**src/rtl/switch_debounce_pulse_pkg.sv**
```systemverilog
// switch_debounce_pkg: shared FSM state type and counter sizing for switch_debounce_pulse
//   db_state_t : debounce FSM states
//   cnt_width  : bits needed to hold the largest of the three cycle counts
package switch_debounce_pkg;

  typedef enum logic [1:0] {IDLE, PRESS_WAIT, PRESSED, RELEASE_WAIT} db_state_t;

  function automatic int cnt_width(input int a, input int b, input int c);
    int m;
    m = (a > b) ? a : b;
    m = (m > c) ? m : c;
    return $clog2(m + 1);
  endfunction

endpackage

```
**src/rtl/switch_debounce_pulse_sync_2ff.sv**
```systemverilog
// sync_2ff: 1-bit two-flop synchronizer, synchronous active-high reset to 0
//   i_clk  clock
//   i_rst  synchronous reset, active-high
//   i_d    asynchronous input
//   o_q    synchronized output (two cycles of latency)
module sync_2ff (
  input  logic i_clk,
  input  logic i_rst,
  input  logic i_d,
  output logic o_q
);

  logic meta;

  always_ff @(posedge i_clk)
    if (i_rst) {o_q, meta} <= 2'b00;
    else       {o_q, meta} <= {meta, i_d};

endmodule

```
**src/rtl/switch_debounce_pulse.sv**
```systemverilog
// switch_debounce_pulse: debounced button level plus one-cycle press/release pulses
//   i_clk      system clock
//   i_rst      synchronous reset, active-high
//   i_SW1      raw asynchronous button, 1 = pressed
//   o_Switch   debounced level
//   o_Press    one-cycle pulse on accepted press (and auto-repeat pulses)
//   o_Release  one-cycle pulse on accepted release
// Define SWITCH_AUTOREPEAT_EN to make a held button emit periodic o_Press pulses.
module switch_debounce_pulse #(
  parameter int DEBOUNCE_CYCLES = 250000,
  parameter int HOLD_CYCLES     = 12500000,
  parameter int REPEAT_CYCLES   = 2500000
) (
  input  logic i_clk,
  input  logic i_rst,
  input  logic i_SW1,
  output logic o_Switch,
  output logic o_Press,
  output logic o_Release
);

  import switch_debounce_pkg::*;

  localparam int CW = cnt_width(DEBOUNCE_CYCLES, HOLD_CYCLES, REPEAT_CYCLES);
  localparam logic [CW-1:0] DB = CW'(DEBOUNCE_CYCLES);
  localparam logic [CW-1:0] ONE = CW'(1);

  logic s;
  db_state_t st;
  logic [CW-1:0] cnt, cnt_inc;

  sync_2ff u_sync (
    .i_clk(i_clk),
    .i_rst(i_rst),
    .i_d  (i_SW1),
    .o_q  (s)
  );

  assign cnt_inc = (cnt == '1) ? cnt : cnt + ONE;

`ifdef SWITCH_AUTOREPEAT_EN
  localparam logic [CW-1:0] HD = CW'(HOLD_CYCLES);
  localparam logic [CW-1:0] RP = CW'(REPEAT_CYCLES);
  // rep selects the repeat interval once the initial hold period has elapsed
  logic rep;
  always_ff @(posedge i_clk) begin
    o_Press   <= 1'b0;
    o_Release <= 1'b0;
    if (i_rst) begin
      st       <= IDLE;
      cnt      <= '0;
      o_Switch <= 1'b0;
      rep      <= 1'b0;
    end else begin
      case (st)
        IDLE: if (s) begin
          st  <= PRESS_WAIT;
          cnt <= ONE;
        end
        PRESS_WAIT: if (!s) begin
          st  <= IDLE;
          cnt <= '0;
        end else if (cnt == DB) begin
          st       <= PRESSED;
          o_Switch <= 1'b1;
          o_Press  <= 1'b1;
          cnt      <= '0;
          rep      <= 1'b0;
        end else cnt <= cnt_inc;
        PRESSED: if (!s) begin
          st  <= RELEASE_WAIT;
          cnt <= ONE;
        end else if (cnt_inc == (rep ? RP : HD)) begin
          o_Press <= 1'b1;
          cnt     <= '0;
          rep     <= 1'b1;
        end else cnt <= cnt_inc;
        RELEASE_WAIT: if (s) begin
          st  <= PRESSED;
          cnt <= '0;
          rep <= 1'b0;
        end else if (cnt == DB) begin
          st        <= IDLE;
          o_Switch  <= 1'b0;
          o_Release <= 1'b1;
          cnt       <= '0;
        end else cnt <= cnt_inc;
        default: st <= IDLE;
      endcase
    end
  end
`else
  always_ff @(posedge i_clk) begin
    o_Press   <= 1'b0;
    o_Release <= 1'b0;
    if (i_rst) begin
      st       <= IDLE;
      cnt      <= '0;
      o_Switch <= 1'b0;
    end else begin
      case (st)
        IDLE: if (s) begin
          st  <= PRESS_WAIT;
          cnt <= ONE;
        end
        PRESS_WAIT: if (!s) begin
          st  <= IDLE;
          cnt <= '0;
        end else if (cnt == DB) begin
          st       <= PRESSED;
          o_Switch <= 1'b1;
          o_Press  <= 1'b1;
          cnt      <= '0;
        end else cnt <= cnt_inc;
        PRESSED: if (!s) begin
          st  <= RELEASE_WAIT;
          cnt <= ONE;
        end
        RELEASE_WAIT: if (s) begin
          st  <= PRESSED;
          cnt <= '0;
        end else if (cnt == DB) begin
          st        <= IDLE;
          o_Switch  <= 1'b0;
          o_Release <= 1'b1;
          cnt       <= '0;
        end else cnt <= cnt_inc;
        default: st <= IDLE;
      endcase
    end
  end
`endif

endmodule

```
**config.mk**
```make
export PLATFORM = sky130hd
export DESIGN_NAME = switch_debounce_pulse
export DESIGN_NICKNAME = d
export VERILOG_FILES = /design/src/rtl/switch_debounce_pulse_pkg.sv /design/src/rtl/switch_debounce_pulse_sync_2ff.sv /design/src/rtl/switch_debounce_pulse.sv
export SDC_FILE = /design/constraint.sdc
export NUM_CORES = 1
export LEC_CHECK = 0
export CORE_MARGIN = 8
export CORE_UTILIZATION = 45
export CTS_CLUSTER_DIAMETER = 100
export DETAILED_ROUTE_END_ITERATION = 6
export DONT_BUFFER_PORTS = 1
export GPL_TIMING_DRIVEN = 1
export PLACE_DENSITY = 0.57
export REMOVE_ABC_BUFFERS = 1
export SLEW_MARGIN = 20
export SYNTH_ARGS = -nofsm -noshare
export SYNTH_HDL_FRONTEND = slang
export SYNTH_HIERARCHICAL = 1
export SYNTH_SLANG_ARGS = --single-unit
```
**constraint.sdc**
```tcl
create_clock -name i_clk -period 3.2 [get_ports i_clk]
set_input_delay 0 -clock i_clk [delete_from_list [all_inputs] [get_ports i_clk]]
set_output_delay 0 -clock i_clk [all_outputs]
set_load 0.005 [all_outputs]
```
==> metrics.md <==
| Metric | Value |
|---|---|
| Synthesized area per cell | `8.24 sq um` |
| Cell with the biggest individual delay on the critical path | `nor3_2` |
| Worst-case register-to-register setup slack | `0.89 ns` |
| Final hold vios | `0` |
| Minimum period implied by the final worst setup slack | `2.31 ns` |
| Slew HR | `0.425` |
| Number of gates given a new drive strength after cts | `0` |
| Pin count of the biggest net entering global routing | `34` |
| Number of post-CTS setup repair buffers | `0` |
| Final design area excluding fillers | `1980 sq um` |
| # port buffers | `0` |
| Violation count after the first detailed-routing iteration | `180` |
| Pint | `0.655 mW` |
| I/O pin count | `6` |
| TritonCTS clock tree | `yes` |
| Count of cell types in the netlist | `48` |
| Post-route fraction of the period consumed by the critical path | `0.722` |
| Number of synthesized register bits | `31` |
| Diode insertion count for antenna repair | `0` |
| Path class of the lowest-slack min-delay path | `in -> reg` |
| Number of nets in the layout | `221` |
| Net switching power | `0.180 mW` |
| CP max stage delay | `0.46 ns` |
| Horizontal die dimension | `79.5 microns` |
| Remaining Overflow, GRT | `0` |
| Number of slew-limit violations in the final report | `0` |
| DR DRC count | `0` |
| Total Wirelength | `4900 microns` |
| Syn-to-layout area delta | `9.25%` |
| Cts hold-fix bufs | `3` |
| Standard-cell row count | `23` |
| Max Buffers Root-to-Sink | `2` |
| Highest clock frequency the design can meet | `0.433 GHz` |
| Die ar. | `6310 sq um` |
| Total CTS buffers | `5` |
| DR vias/cell | `6.66` |
| Sequence of cells on the critical path | `ha_1 > nand4_1 > nor3_2 > and2_1 > o21ai_1 > a311oi_1` |
| Total chip power | `0.836 mW` |
| Relative contribution of sequential cells to total power | `0.472` |
| Count of flip-flops with a built-in enable after synthesis | `0` |
| Post-synthesis instance area | `1810 sq um` |
| Clock share of power | `0.481` |
| Worst slew pin tran | `0.859 ns` |
| Cell Pwr Density | `422 nW/um^2` |
| Hold WS | `0.382 ns` |
| Max Clock Skew | `0.00350 ns` |
| Initial antenna violation count | `0` |
| 1st-pass router iterations | `4` |
| Combinational fraction of design power | `0.047` |
| Sequential area share after synthesis | `0.343` |
| Sw frac | `0.216` |
| Routed vias | `1779` |
| Crit Path Max Fanout | `9` |
| VDD IR max | `202 uV` |
| Number of clock sinks | `31` |
| Instance count of the mapped netlist | `220` |
| Area after DPL | `1820 sq um` |
| Cell at the root of the clock tree | `clkbuf_8` |
| Standby leakage power | `0.569 nW` |
| Number of warning messages in the yosys log | `6` |
| Number of global-route vias before repair | `1671` |
| Proportion of layout cells with a drive suffix above 1 | `0.0829` |
| Crit path arrival time | `2.50 ns` |
| Worst Path Class, Setup | `reg -> reg` |
| RSZ-0062 raised after global routing | `false` |
| Dpl hpwl | `3290 microns` |
| MaxCap Viol Count | `0` |
| Proportion of synthesized flip-flops having asynchronous set or reset | `0` |
| Place WS | `0.960 ns` |
| Status | `finished clean` |
| Clock edge transition at the registers on the reported setup and hold paths | `0.07 ns` |
| Average wire per standard cell | `18.4 microns` |
| Tot GR Track Use | `0.161` |
| Most common flop cell mapped by yosys | `dfxtp_1` |
| Residual antenna-violating net count after detailed routing | `0` |
| Starting utilization of the core area | `0.460` |
| First-pass GRT wire length | `8190 microns` |
| Startpoint class of the critical path | `flop` |
| Slack of the critical path | `0.888 ns` |
| TNS Setup | `0 ns` |
| Area of the core | `3940 sq um` |
| CTS HTree Levels | `2` |
| Setup Viol. Count Final | `0` |
| Floorplan die height | `79.5 microns` |
| Weighted congestion at the end of routability-driven global placement | `0.912` |
| Category of the worst setup path capture point | `flop` |
| Clock Latency Late Sink | `0.29 ns` |
| Worst path required time | `3.39 ns` |
## logic make-up (layout without fill, tap and decap cells)
kind of cell / count (synthesis) / after routing / share of synthesized area
simple gates: 90 / 90 / 0.303
flops: 31 / 31 / 0.343
mux: 2 / 2 / 0.0111
buf+inv: 23 / 20 / 0.0518
xor+xnor: 1 / 1 / 0.00484
compound gates: 71 / 71 / 0.273
fa+ha+maj: 2 / 2 / 0.0138
## power groups by stage
stage	registers [mW]	clock network, mW	logic, mW
2_1_floorplan	0.402	0	0.0193
3_3_place_gp	0.403	0	0.0261
3_5_place_dp	0.403	0	0.0270
4_1_cts	0.394	0.409	0.0388
5_1_grt	0.395	0.431	0.0427
6_report	0.395	0.402	0.0393
## state kept, by name, summed over array words and instances, names as in the netlist, named ones only
register     count
o_Release        1
o_Switch         1
u_sync/o_q       1
o_Press          1
st               1
cnt             24
u_sync/meta      1
## layout make-up
cell class	count	area [sq um]
clock buffer	6	82.6
clock inverter	2	35.0
sequential	31	621
fill	380	1960
timing repair buffer	5	55.1
tap	50	62.6
multi-input combinational	166	1100
inverter	7	26.3
## metal layers
layer | track usage | share of wire | vias up
li1 | - | - | 859
met1 | 0.207 | 0.47 | 857
met2 | 0.253 | 0.47 | 57
met3 | 0.0372 | 0.049 | 6
met4 | 0.0611 | 0.014 | 0
met5 | 0 | 0 | -
## cell usage after synthesis (4+ instances only)
cell / count / share of area
dfxtp_1: 31 / 0.34
and2_1: 4 / 0.014
o21ai_1: 6 / 0.017
nand4_1: 10 / 0.035
nor3_1: 6 / 0.017
nand3_1: 13 / 0.036
nor2b_1: 4 / 0.014
inv_1: 7 / 0.015
clkbuf_1: 10 / 0.021
nand2_1: 16 / 0.033
a31oi_1: 11 / 0.038
a21oi_1: 16 / 0.044
a311oi_1: 13 / 0.063
nor2_1: 9 / 0.019
and4_1: 4 / 0.019
a211oi_1: 5 / 0.021
buf_2: 6 / 0.017
## per-stage QoR
| stage | cells | utilization |
|---|---|---|
| finish | 267 | 0.502 |
| floorplan | 204 | - |
| CTS | 267 | 0.502 |
| global route | 267 | 0.502 |
| global placement | 256 | 0.462 |
| detailed placement | 256 | 0.462 |
## layout by cell type (no fill, tap or decap), types with 4 or more instances in the layout
cell type / n
a211oi_1: 5
a21oi_1: 16
a311oi_1: 13
a31oi_1: 11
and2_1: 4
and4_1: 4
clkbuf_8: 6
dfxtp_1: 31
inv_1: 7
nand2_1: 16
nand3_1: 13
nand4_1: 10
nor2_1: 9
nor2b_1: 4
nor3_1: 6
o21ai_1: 6
## worst paths after layout
path	startpoint	endpoint	cells after the start
setup reg to reg	cnt[0]$_SDFFE_PP0P_	cnt[3]$_SDFFE_PP0P_	6
setup / recovery	cnt[0]$_SDFFE_PP0P_	cnt[3]$_SDFFE_PP0P_	6
hold reg to reg	u_sync/meta$_SDFF_PP0_	u_sync/o_q$_SDFF_PP0_	1
hold / removal	i_SW1	u_sync/meta$_SDFF_PP0_	2
## worst max-delay path: cells and delay by family, from the launching register on
family                     cells  cell delay, ns
and+or+nand+nor                3            1.05
AOI/OAI and AO/OA              2            0.39
DFF                            1            0.40
adders and majority gates      1            0.38
No activity file was read; power rests on OpenSTA's default activity.
